===== src/rtl/mem_arbiter.sv =====
// -----------------------------------------------------------------------------
// mem_arbiter
//
// Sequencer and arbiter for the single byte-wide RAM port. Instruction fetch
// and the load/store buffer (LSB) share the port. One transaction runs at a
// time and moves 1, 2 or 4 consecutive bytes. Read bytes are assembled
// little-endian and returned with a one-cycle done pulse.
//
// Speculative work (fetch, load) is dropped on a ROB flush. A committed store
// always runs to completion. Only reset can cut a store short.
//
// Optional feature (macro MEMCTRL_RR_EN):
//   defined     : round-robin between fetch and LSB when both are pending.
//                 The last-granted flag resets to "fetch", so the LSB wins the
//                 first tie.
//   not defined : fixed priority, LSB over fetch.
//
// Ports
//   clk_in              system clock
//   rst_in              synchronous reset, active-low
//   rdy_in              global enable; low freezes every register and gates
//                       mem_wr to 0
//   rob_en_in           ROB flush/redirect; aborts FETCH/LOAD, blocks grants
//   io_buffer_full_in   UART output buffer full; stalls stores to the I/O
//                       window (addr[17:16] == 2'b11)
//   ifetch_en_in        fetch request
//   ifetch_pc_in        fetch address (always 4 bytes)
//   ifetch_rdy_out      arbiter idle, so a request is accepted this cycle
//   ifetch_en_out       one-cycle pulse: ifetch_inst_out is valid
//   ifetch_inst_out     fetched instruction; holds until the next pulse
//   lsb_en_in           LSB request
//   lsb_wr_in           1 = store, 0 = load
//   lsb_len_in          0 = 1 B, 1 = 2 B, 2 = 4 B (3 is treated as 4 B)
//   lsb_addr_in         byte address
//   lsb_data_in         store data; the low bytes are used
//   lsb_rdy_out         arbiter idle
//   lsb_en_out          one-cycle pulse: load data valid, or store done
//   lsb_data_out        zero-extended load data; holds until the next pulse
//   mem_din             RAM read data, valid for the address driven last cycle
//   mem_dout            RAM write data
//   mem_a               RAM address
//   mem_wr              RAM write strobe
// -----------------------------------------------------------------------------
module mem_arbiter (
   input  logic        clk_in,
   input  logic        rst_in,
   input  logic        rdy_in,
   input  logic        rob_en_in,
   input  logic        io_buffer_full_in,
   input  logic        ifetch_en_in,
   input  logic [31:0] ifetch_pc_in,
   output logic        ifetch_rdy_out,
   output logic        ifetch_en_out,
   output logic [31:0] ifetch_inst_out,
   input  logic        lsb_en_in,
   input  logic        lsb_wr_in,
   input  logic [1:0]  lsb_len_in,
   input  logic [31:0] lsb_addr_in,
   input  logic [31:0] lsb_data_in,
   output logic        lsb_rdy_out,
   output logic        lsb_en_out,
   output logic [31:0] lsb_data_out,
   input  logic [7:0]  mem_din,
   output logic [7:0]  mem_dout,
   output logic [31:0] mem_a,
   output logic        mem_wr
);

   localparam logic [1:0] ST_IDLE  = 2'd0;
   localparam logic [1:0] ST_FETCH = 2'd1;
   localparam logic [1:0] ST_LOAD  = 2'd2;
   localparam logic [1:0] ST_STORE = 2'd3;

   // Transaction registers. last_q holds N-1 (index of the final byte) and
   // idx_q the index of the byte whose address is on mem_a right now.
   logic [1:0]  state_q,       state_d;
   logic [31:0] base_q,        base_d;
   logic [1:0]  last_q,        last_d;
   logic [1:0]  idx_q,         idx_d;
   logic [31:0] asm_q,         asm_d;

   // Registered outputs.
   logic [31:0] mem_a_q,       mem_a_d;
   logic [7:0]  mem_dout_q,    mem_dout_d;
   logic        mem_wr_q,      mem_wr_d;
   logic        ifetch_en_q,   ifetch_en_d;
   logic [31:0] ifetch_inst_q, ifetch_inst_d;
   logic        lsb_en_q,      lsb_en_d;
   logic [31:0] lsb_data_q,    lsb_data_d;

`ifdef MEMCTRL_RR_EN
   // 1 when the most recent grant went to fetch.
   logic        last_fetch_q,  last_fetch_d;
`endif

   logic        lsb_req;
   logic        fetch_req;
   logic        grant_lsb;
   logic        grant_fetch;
   logic [1:0]  idx_next;
   logic [31:0] asm_rd;

   // Byte count encoded as the index of the last byte.
   function automatic logic [1:0] len_to_last(input logic [1:0] len);
      case (len)
         2'd0:    len_to_last = 2'd0;
         2'd1:    len_to_last = 2'd1;
         default: len_to_last = 2'd3;
      endcase
   endfunction

   // --------------------------------------------------------------------------
   // Request qualification and arbitration
   // --------------------------------------------------------------------------
   always_comb begin : arbitration
      // A store into the I/O window cannot start while the UART buffer is
      // full. It is then not pending at all, so fetch can take the slot.
      lsb_req   = lsb_en_in &&
                  !(lsb_wr_in && (lsb_addr_in[17:16] == 2'b11) && io_buffer_full_in);
      fetch_req = ifetch_en_in;
`ifdef MEMCTRL_RR_EN
      if (lsb_req && fetch_req) begin
         grant_lsb = last_fetch_q;
      end else begin
         grant_lsb = lsb_req;
      end
`else
      grant_lsb = lsb_req;
`endif
      grant_fetch = fetch_req && !grant_lsb;
   end

   // --------------------------------------------------------------------------
   // Next-state logic
   // --------------------------------------------------------------------------
   always_comb begin : next_state
      // NOTE: every signal assigned in this block gets a default first, so no
      // path leaves a value unassigned and no latch is inferred.
      state_d       = state_q;
      base_d        = base_q;
      last_d        = last_q;
      idx_d         = idx_q;
      asm_d         = asm_q;
      mem_a_d       = mem_a_q;
      mem_dout_d    = mem_dout_q;
      mem_wr_d      = mem_wr_q;
      ifetch_en_d   = 1'b0;
      ifetch_inst_d = ifetch_inst_q;
      lsb_en_d      = 1'b0;
      lsb_data_d    = lsb_data_q;
`ifdef MEMCTRL_RR_EN
      last_fetch_d  = last_fetch_q;
`endif

      idx_next = idx_q + 2'd1;

      // Assembly register with the byte on mem_din merged in at its lane.
      asm_rd = asm_q;
      asm_rd[{idx_q, 3'b000} +: 8] = mem_din;

      case (state_q)
         ST_IDLE: begin
            // A flush cycle grants nothing, whoever is asking.
            if (!rob_en_in) begin
               if (grant_lsb) begin
                  base_d  = lsb_addr_in;
                  last_d  = len_to_last(lsb_len_in);
                  idx_d   = 2'd0;
                  mem_a_d = lsb_addr_in;
`ifdef MEMCTRL_RR_EN
                  last_fetch_d = 1'b0;
`endif
                  if (lsb_wr_in) begin
                     // The store data is captured here, because the request
                     // inputs are don't-care after the grant edge.
                     state_d    = ST_STORE;
                     asm_d      = lsb_data_in;
                     mem_dout_d = lsb_data_in[7:0];
                     mem_wr_d   = 1'b1;
                  end else begin
                     state_d = ST_LOAD;
                     asm_d   = '0;
                  end
               end else if (grant_fetch) begin
                  state_d = ST_FETCH;
                  base_d  = ifetch_pc_in;
                  last_d  = 2'd3;
                  idx_d   = 2'd0;
                  mem_a_d = ifetch_pc_in;
                  asm_d   = '0;
`ifdef MEMCTRL_RR_EN
                  last_fetch_d = 1'b1;
`endif
               end
            end
         end

         ST_FETCH, ST_LOAD: begin
            if (rob_en_in) begin
               // Speculative read is dropped: no done pulse, and the data
               // outputs keep their previous value.
               state_d = ST_IDLE;
            end else if (idx_q == last_q) begin
               state_d = ST_IDLE;
               if (state_q == ST_FETCH) begin
                  ifetch_en_d   = 1'b1;
                  ifetch_inst_d = asm_rd;
               end else begin
                  lsb_en_d   = 1'b1;
                  lsb_data_d = asm_rd;
               end
            end else begin
               asm_d   = asm_rd;
               idx_d   = idx_next;
               mem_a_d = base_q + {30'd0, idx_next};
            end
         end

         ST_STORE: begin
            // A committed store ignores the flush.
            if (idx_q == last_q) begin
               state_d  = ST_IDLE;
               mem_wr_d = 1'b0;
               lsb_en_d = 1'b1;
            end else begin
               idx_d      = idx_next;
               mem_a_d    = base_q + {30'd0, idx_next};
               mem_dout_d = asm_q[{idx_next, 3'b000} +: 8];
            end
         end

         default: begin
            state_d  = ST_IDLE;
            mem_wr_d = 1'b0;
         end
      endcase
   end

   // --------------------------------------------------------------------------
   // State registers
   // --------------------------------------------------------------------------
   // NOTE: sequential state is written with non-blocking assignments only, so
   // every flop samples the pre-edge value of every other flop.
   always_ff @(posedge clk_in) begin
      if (!rst_in) begin
         state_q       <= ST_IDLE;
         base_q        <= '0;
         last_q        <= '0;
         idx_q         <= '0;
         asm_q         <= '0;
         mem_a_q       <= '0;
         mem_dout_q    <= '0;
         mem_wr_q      <= 1'b0;
         ifetch_en_q   <= 1'b0;
         ifetch_inst_q <= '0;
         lsb_en_q      <= 1'b0;
         lsb_data_q    <= '0;
`ifdef MEMCTRL_RR_EN
         last_fetch_q  <= 1'b1;
`endif
      end else if (rdy_in) begin
         state_q       <= state_d;
         base_q        <= base_d;
         last_q        <= last_d;
         idx_q         <= idx_d;
         asm_q         <= asm_d;
         mem_a_q       <= mem_a_d;
         mem_dout_q    <= mem_dout_d;
         mem_wr_q      <= mem_wr_d;
         ifetch_en_q   <= ifetch_en_d;
         ifetch_inst_q <= ifetch_inst_d;
         lsb_en_q      <= lsb_en_d;
         lsb_data_q    <= lsb_data_d;
`ifdef MEMCTRL_RR_EN
         last_fetch_q  <= last_fetch_d;
`endif
      end
   end

   // --------------------------------------------------------------------------
   // Outputs
   // --------------------------------------------------------------------------
   assign ifetch_rdy_out  = (state_q == ST_IDLE);
   assign lsb_rdy_out     = (state_q == ST_IDLE);
   assign ifetch_en_out   = ifetch_en_q;
   assign ifetch_inst_out = ifetch_inst_q;
   assign lsb_en_out      = lsb_en_q;
   assign lsb_data_out    = lsb_data_q;
   assign mem_a           = mem_a_q;
   assign mem_dout        = mem_dout_q;
   // A frozen core must never write, even mid-store.
   assign mem_wr          = mem_wr_q & rdy_in;

endmodule


===== config.mk =====
export PLATFORM = sky130hd
export DESIGN_NAME = mem_arbiter
export DESIGN_NICKNAME = d
export VERILOG_FILES = /design/src/rtl/mem_arbiter.sv
export SDC_FILE = /design/constraint.sdc
export NUM_CORES = 1
export LEC_CHECK = 0
export CORE_MARGIN = 2
export CORE_UTILIZATION = 54
export DETAILED_ROUTE_END_ITERATION = 10
export PLACE_DENSITY = 0.94
export SYNTH_ARGS = -nofsm -noshare
export SYNTH_HDL_FRONTEND = slang
export SYNTH_SLANG_ARGS = --single-unit

===== constraint.sdc =====
create_clock -name clk_in -period 5.9 [get_ports clk_in]
set_input_delay 0.885 -clock clk_in [delete_from_list [all_inputs] [get_ports clk_in]]
set_output_delay 0.885 -clock clk_in [all_outputs]
set_load 0.1 [all_outputs]

**After elaboration in Yosys (flattened, before gate mapping)**

Index checks and enable logic that the tools add are counted.

- Register bits after elaboration: 177
- Output and inout port bits: 109
- Logic and storage cells: 104
- Input bits: 114

- $add $sub $neg: 3
- Reduce and logical (&&, ||, !) cells: 20
- Eq/ne operators: 14
- Bitwise logic cells: 3
- Multiplexer cells: 49
- Shift operators: 3

Operators by type and width:

| cell | count |
|---|---|
| 2-to-1 mux 32 bit | 11 |
| case mux 32 bit (3 select lines) | 1 |
| case mux 32 bit (2 select lines) | 1 |
| adder 32 x 2 -> 32 bit | 1 |
| bitwise mux 32 bit | 1 |
| 2-to-1 mux 8 bit | 4 |
| variable shift 8 x 7 -> 32 bit (first input constant) | 1 |
| variable part select 32 x 6 -> 8 bit | 1 |
| variable part select 8 x 7 -> 32 bit | 1 |
| 2-to-1 mux 2 bit | 12 |
| AND reduction 6 bit | 3 |
| case mux 8 bit (2 select lines) | 1 |
| 2-to-1 mux 1 bit | 13 |
| case mux 2 bit (3 select lines) | 2 |
| inequality test 2 bit (second input constant) | 5 |
| AND reduction 5 bit | 2 |
| AND reduction 4 bit | 2 |
| negator 5 -> 7 bit | 1 |
| equality test 2 bit (second input constant) | 3 |
| nonzero test 2 bit | 3 |
| equality test 2 x 1 -> 1 bit (second input constant) | 2 |
| logical AND 1 bit | 4 |
| zero test 2 bit | 2 |
| inequality test 2 x 1 -> 1 bit (second input constant) | 2 |
| other kinds (10) | 13 |

**Longest topological paths before layout**

Gate-level depths: netlist of the first run.

- Word-level depth: 11
- Depth in mapped cells: 9

**Worst setup path before layout of the first run**

No wires, ideal clock.

- Kind: register -> output
- Start: register state_q[0]
- End: output lsb_rdy_out
- Setup slack: 3285 ps
- Arrival: 1730 ps
- Stages on the path, launching flop included: 4
- Buffers on the path: 1
- Cell sequence: dfxtp_1 > inv_1 > ha_1 > buf_4

- Word-level cells in the longest chain between the ends: 1

Ends and longest elaborated chain:

| element | line | source |
|---|---|---|
| start: declaration | 76 | `logic [1:0] state_q, state_d;` |
| start signal: assignment | 262 | `state_q <= state_d;` |
| zero test 2 bit | - |  |
| end: declaration | 60 | `output logic lsb_rdy_out,` |

No other way between the ends.

**Worst setup path in the final report of the first run**

- Start: register idx_q[0]
- End: register mem_a_q[18], in the netlist mem_a[18]

- Word-level cells in the longest chain between the ends: 5
- Elaborated cells on any way between the ends: 6
- Those cells by class: add/sub (2); eq/ne (1); mux (3)

Ends and longest elaborated chain:

| element | line | source |
|---|---|---|
| start: declaration | 79 | `logic [1:0] idx_q, idx_d;` |
| start signal: assignment | 265 | `idx_q <= idx_d;` |
| adder 2 x 1 -> 2 bit | 155 | `idx_next = idx_q + 2'd1;` |
| adder 32 x 2 -> 32 bit | 215, 227 |  |
| 2-to-1 mux 32 bit (*) | 203, 221 |  |
| 2-to-1 mux 32 bit | 199 | `if (rob_en_in) begin` |
| case mux 32 bit (3 select lines) (*) | 161 | `case (state_q)` |
| end signal: assignment | 267 | `mem_a_q <= mem_a_d;` |
| end: declaration | 83 | `logic [31:0] mem_a_q, mem_a_d;` |

Every way passes the cells marked *; elsewhere a longest branch is shown, timed or not. The select of a mux whose other input is x is not followed.
A chain may end at the register's enable or synchronous reset.

==> reports/metrics.cfg, run 1 <==
[power]
p_leak_nw = 3.80
powerDensity_nw_per_um2 = 286
power.total_mw = 3.31
irDropWorstVdd_v = 0.000235

[worst_hold_path]
hold_path_class = flop to flop
holdPathEnd = mem_a[4]
hold_depth = 2
hp-start = mem_a[4]

[cells_and_area]
final_common_cell = clkdlybuf4s50_1
drive_gt1_share_pct = 6.91
n_antenna_cell = 0
final_cell_mix = 222 x clkdlybuf4s50_1, 177 x dfxtp_1, 128 x nor2_1, 94 x a211oi_1, 61 x nand2_1
nNetsFinal = 1299
final.fill_count = 1126
area_growth_pct = 31.4

[drt]
drc_errors = 0
drt-vias-per-instance = 6.21
vias = 8705
drt-initial-drc-count = 869
first_pass_iters = 6
ant_nets = 0
wl_per_cell_um = 19.3
wirelength_mm = 27.0

[setup_path]
crit_type = flop to flop
cp.arrival_ns = 4.23
crit_fanout = 15
critPathRequiredTime_ns = 6.24
r2r_end = mem_a[18]
r2r_cells = 8
rr_startpoint = idx_q[0]
cp-end-kind = flop
regToRegSetupSlack_ns = 2.00
cp-start-kind = flop

[yosys]
synth_area_um2 = 8800
ys_seq_area_share_pct = 40.2
synth-seq-cells = 177
syn_area_per_cell_um2 = 8.72
syn_inst = 1010
netlist-cell-type-count = 64
synthArstFlopShare_pct = 0
synth_flop_cell = dfxtp_1
synth_edf_count = 0
synthesis.nets = 1136
yosys_warnings = 0

[place]
io_buffers = 222
place_congestion = 0.928
place_hpwl_mm = 18.1
pre_cts_ws_ns = 1.71

[grt]
grt_pass1_vias = 8208
grt-busiest-layer = met2
met2_usage_pct = 49.8
grt_max_degree = 113
grt_pass1_wl_mm = 43.2
groute.layer.met3.usage_pct = 6.29
gr-total-overflow = 0
track_usage_pct = 30.7
grt_util_met1_pct = 39.4
antenna_found_initial = 0

[timing]
hold_viol = 0
tns_ns = 0
fmax_mhz = 257
period_share_pct = 66.0
period_needed_ns = 3.90
report.final.slew_viol_count = 0
tightest_slew_ns = 1.24
setup_viol = 0
finClkSkew_ns = 0.0120
relSlewSlack_pct = 17.3
grt_setup_unrepaired = no
layout_setup_ws_ns = 2.00

[clocking]
post_cts_buffers = 0
tritoncts = done
cts.sinks = 177
clock_latency_ns = 0.45
clockBufferDepth = 2
cts-buffers-inserted = 17
cts_resized = 0
path_clk_slew_ns = 0.07
cts_hold_buf = 0
clockRootBuffer = clkbuf_16
h-tree-depth = 4

[die]
die_height_um = 132
die_area_um2 = 17300
die_w_um = 132
design.core.area_um2 = 15900
pin_count = 223
rows = 46
initial_core_util_pct = 55.4

[job]
cap_viol_max_count = 0

[outcome]
status = finished clean

how the worst max path moves through the flow:
| stage | slack [ns] | end | from | cells past startpoint |
|---|---|---|---|---|
| 6_report | 2.00 | mem_a[18] | idx_q[0] | 8 |
| 4_1_cts | 2.08 | mem_a[18] | idx_q[0] | 8 |
| 3_3_place_gp | 1.83 | mem_a[22] | lsb_wr_in | 6 |
| 5_1_grt | 1.77 | mem_a[24] | idx_q[0] | 8 |
| 2_1_floorplan | 3.28 | lsb_rdy_out | state_q[0] | 3 |
| 3_5_place_dp | 1.71 | mem_a[23] | lsb_wr_in | 6 |
through the flow:
step	utilization, %	instance area (um^2)	hold WS, ns	cells
6_report	72.8	11600	0.458	1402
5_1_grt	72.8	11600	0.487	1402
4_1_cts	72.8	11600	0.462	1402
3_5_place_dp	69.2	11000	0.448	1370
3_3_place_gp	69.2	11000	0.439	1370
2_1_floorplan	-	8800	0.449	1010
Yosys cell counts (8+ instances only):
library cell	count	area, um^2
a211o_1	8	70.1
a211oi_1	94	706
a21oi_1	57	285
a311oi_1	35	307
buf_1	8	30.0
buf_2	25	125
clkbuf_1	46	173
dfxtp_1	177	3540
ha_1	11	138
inv_1	12	45.0
mux2_2	10	113
mux2i_1	30	300
mux4_2	8	180
nand2_1	62	233
nand2b_1	33	206
nand3_1	36	180
nand4_1	17	106
nor2_1	128	480
nor2b_1	39	244
nor3_1	20	100
o21ai_0	19	95.1
o31ai_1	12	90.1
xnor2_1	9	78.8
xor2_1	12	105
layout make-up:
cell class / count / area, um^2 / share of cell area (%)
Multi-Input combinational cell: 733 / 4840 / 41.8
Clock buffer: 17 / 425 / 3.68
Sequential cell: 177 / 3540 / 30.6
Timing Repair Buffer: 229 / 2270 / 19.7
Inverter: 15 / 58.8 / 0.508
Clock inverter: 15 / 161 / 1.39
Tap cell: 216 / 270 / 2.34
registers in the layout, indices dropped and copies added, names as in the netlist, 2 cells and up:
signal / cells
asm_q: 32
base_q: 32
ifetch_inst_out: 32
lsb_data_out: 32
mem_a: 32
mem_dout: 8
idx_q: 2
last_q: 2
state_q: 2
worst max-delay path: stages (launching register included):
cell     delay, ns
dfxtp_1       0.75
inv_2         0.20
ha_1          0.85
fa_1          0.35
nand3_2       0.21
nor4_2        0.88
nand4_1       0.21
mux2i_1       0.16
a32o_1        0.19
routing by layer:
metal  vias to the layer above  part of all wire, %
li1                       4039                    -
met1                      4044                   41
met2                       525                   47
met3                        97                  8.8
met4                         0                  3.9
met5                         -                    0
kinds of logic (layout without fill, tap and decap cells):
logic type	after synthesis	count (layout)	synth area share (%)
AOI/OAI and AO/OA	275	275	22.5
xor gates and xnor gates	21	21	2.09
adders and majority gates	12	12	1.79
buffers and inverters	100	276	4.97
DFF	177	177	40.2
muxes	48	48	6.74
and+or+nand+nor	377	377	21.7
report_power, final:
part,total (mW),leakage (nW),switching (mW),internal (mW)
logic,0.833,2.07,0.560,0.273
registers,1.34,1.44,0.0670,1.27
clock network,1.14,0.291,0.537,0.602
Note: power is estimated with default switching activity, not from simulation.
==> run 2: changes to the inputs <==
CORE_UTILIZATION = 50   (was 54)
PLACE_DENSITY = 0.88   (was 0.94)
clock period = 3.6 ns   (was 5.9 ns; I/O delays follow)
==> run 2 against run 1 <==
  * Clock skew down 0.00066 ns
  * Sequential share of layout area down 0.50 points
  * Routed wire length down 0.70%
  * Die area up 7.8%
  * Highest routed layer unchanged
==> reports/metrics.cfg, run 2 (same netlist as run 1, synthesis figures left out) <==
[clocking]
tritoncts = done
cts_hold_buf = 0  ; unchanged
clockRootBuffer = clkbuf_16
clock_latency_ns = 0.43  ; -0.02 ns
post_cts_buffers = 0  ; unchanged
cts.sinks = 177  ; unchanged
clockBufferDepth = 2  ; unchanged
h-tree-depth = 4  ; unchanged
cts_resized = 0  ; unchanged
path_clk_slew_ns = 0.07  ; about the same
cts-buffers-inserted = 17  ; unchanged

[outcome]
status = finished clean

[grt]
gr-total-overflow = 0  ; unchanged
grt_max_degree = 79  ; -30%
antenna_found_initial = 0  ; unchanged
grt_pass1_wl_mm = 42.3  ; -2.1%
track_usage_pct = 28.6  ; -2.1 points
grt_pass1_vias = 8226  ; +0.22%

[setup_path]
critPathRequiredTime_ns = 3.94  ; -2.30 ns
regToRegSetupSlack_ns = 0.70  ; -1.30 ns
crit_type = primary input to flop
cp-start-kind = primary input
crit_fanout = 12  ; -3
cp.arrival_ns = 3.29  ; -0.94 ns
cp-end-kind = flop

[die]
rows = 48  ; +4.3%
initial_core_util_pct = 51.1  ; -4.3 points
die_w_um = 137  ; +3.8%
design.core.area_um2 = 17200  ; +8.5%
pin_count = 223  ; unchanged
die_height_um = 137  ; +3.8%
die_area_um2 = 18700  ; +7.8%

[power]
powerDensity_nw_per_um2 = 467  ; +63%
p_leak_nw = 3.89  ; +2.3%
irDropWorstVdd_v = 0.000407  ; +73%

[place]
place_hpwl_mm = 18.6  ; +2.6%
dp.cells = 1392  ; +1.6%
place_congestion = 0.938  ; +1.1%
io_buffers = 222  ; unchanged

[timing]
tns_ns = 0  ; unchanged
finClkSkew_ns = 0.0114  ; -0.000663 ns
setup_viol = 0  ; unchanged
tightest_slew_ns = 1.02  ; -0.225 ns
report.final.slew_viol_count = 0  ; unchanged
period_share_pct = 82.1
holdWs_ns = 0.455  ; -0.00310 ns
grt_setup_unrepaired = no
fmax_mhz = 338
relSlewSlack_pct = 32.1  ; +15 points
hold_viol = 0  ; unchanged
period_needed_ns = 2.96

[cells_and_area]
final_common_cell = clkdlybuf4s50_1
drive_gt1_share_pct = 8.01  ; +1.1 points
n_antenna_cell = 0  ; unchanged
final_cell_mix = 219 x clkdlybuf4s50_1, 177 x dfxtp_1, 128 x nor2_1, 94 x a211oi_1, 61 x nand2_1
nNetsFinal = 1312  ; +1.0%
final_cells = 1424  ; +1.6%
area_growth_pct = 33.6

[job]
cap_viol_max_count = 0  ; unchanged

[drt]
drt-initial-drc-count = 866  ; -0.35%
first_pass_iters = 6  ; unchanged
vias = 8702  ; -0.034%
drt-vias-per-instance = 6.11  ; -1.6%
wirelength_mm = 26.8  ; -0.70%
ant_nets = 0  ; unchanged
drc_errors = 0  ; unchanged
wl_per_cell_um = 18.8  ; -2.2%

[worst_hold_path]
hold_path_class = flop to flop

## run 2: through the flow
step           util (%)  total power, mW  worst slack [ns]  instance area [um^2]
6_report           68.2             5.49             0.643                 11800
5_1_grt            68.2             5.68             0.461                 11800
4_1_cts            68.2             5.49             0.657                 11800
3_5_place_dp       64.7             3.58             0.406                 11100
3_3_place_gp       64.7             3.55             0.503                 11100
2_1_floorplan         -             3.16             0.993                  8800
## run 2: path summary, 6_finish.rpt
path                   from   endpoint  cells after the start
setup / recovery  lsb_wr_in  mem_a[31]                      6
hold / removal     mem_a[4]   mem_a[4]                      2
setup reg to reg   idx_q[1]  mem_a[26]                      8
hold reg to reg    mem_a[4]   mem_a[4]                      2
## run 2: per-layer routing
layer	wire length, um	GRT usage, %
met4	1180	13.5
met3	2500	6.00
met2	12400	45.1
met5	0	0
met1	10800	37.5
## run 2: worst max-delay path: stages
cell             delay, ns
clkdlybuf4s50_1       0.56
nand4_1               0.49
a21oi_2               0.23
nor3_2                0.59
nand3_1               0.52
o22ai_1               0.35
## run 2: cell type report
class | instances | area (um^2)
clock buffer | 21 | 460
clock inverter | 11 | 153
fill | 1303 | 5470
inverter | 15 | 58.8
multi-input combinational | 733 | 4840
sequential | 177 | 3540
tap | 225 | 282
timing repair buffer | 242 | 2430
## run 2: report_power, final
group | internal (mW) | switching [mW] | leakage, nW | total [mW]
logic | 0.463 | 0.914 | 2.16 | 1.38
registers | 2.08 | 0.107 | 1.44 | 2.19
clock network | 1.14 | 0.796 | 0.290 | 1.93
total | 3.68 | 1.82 | 3.89 | 5.49
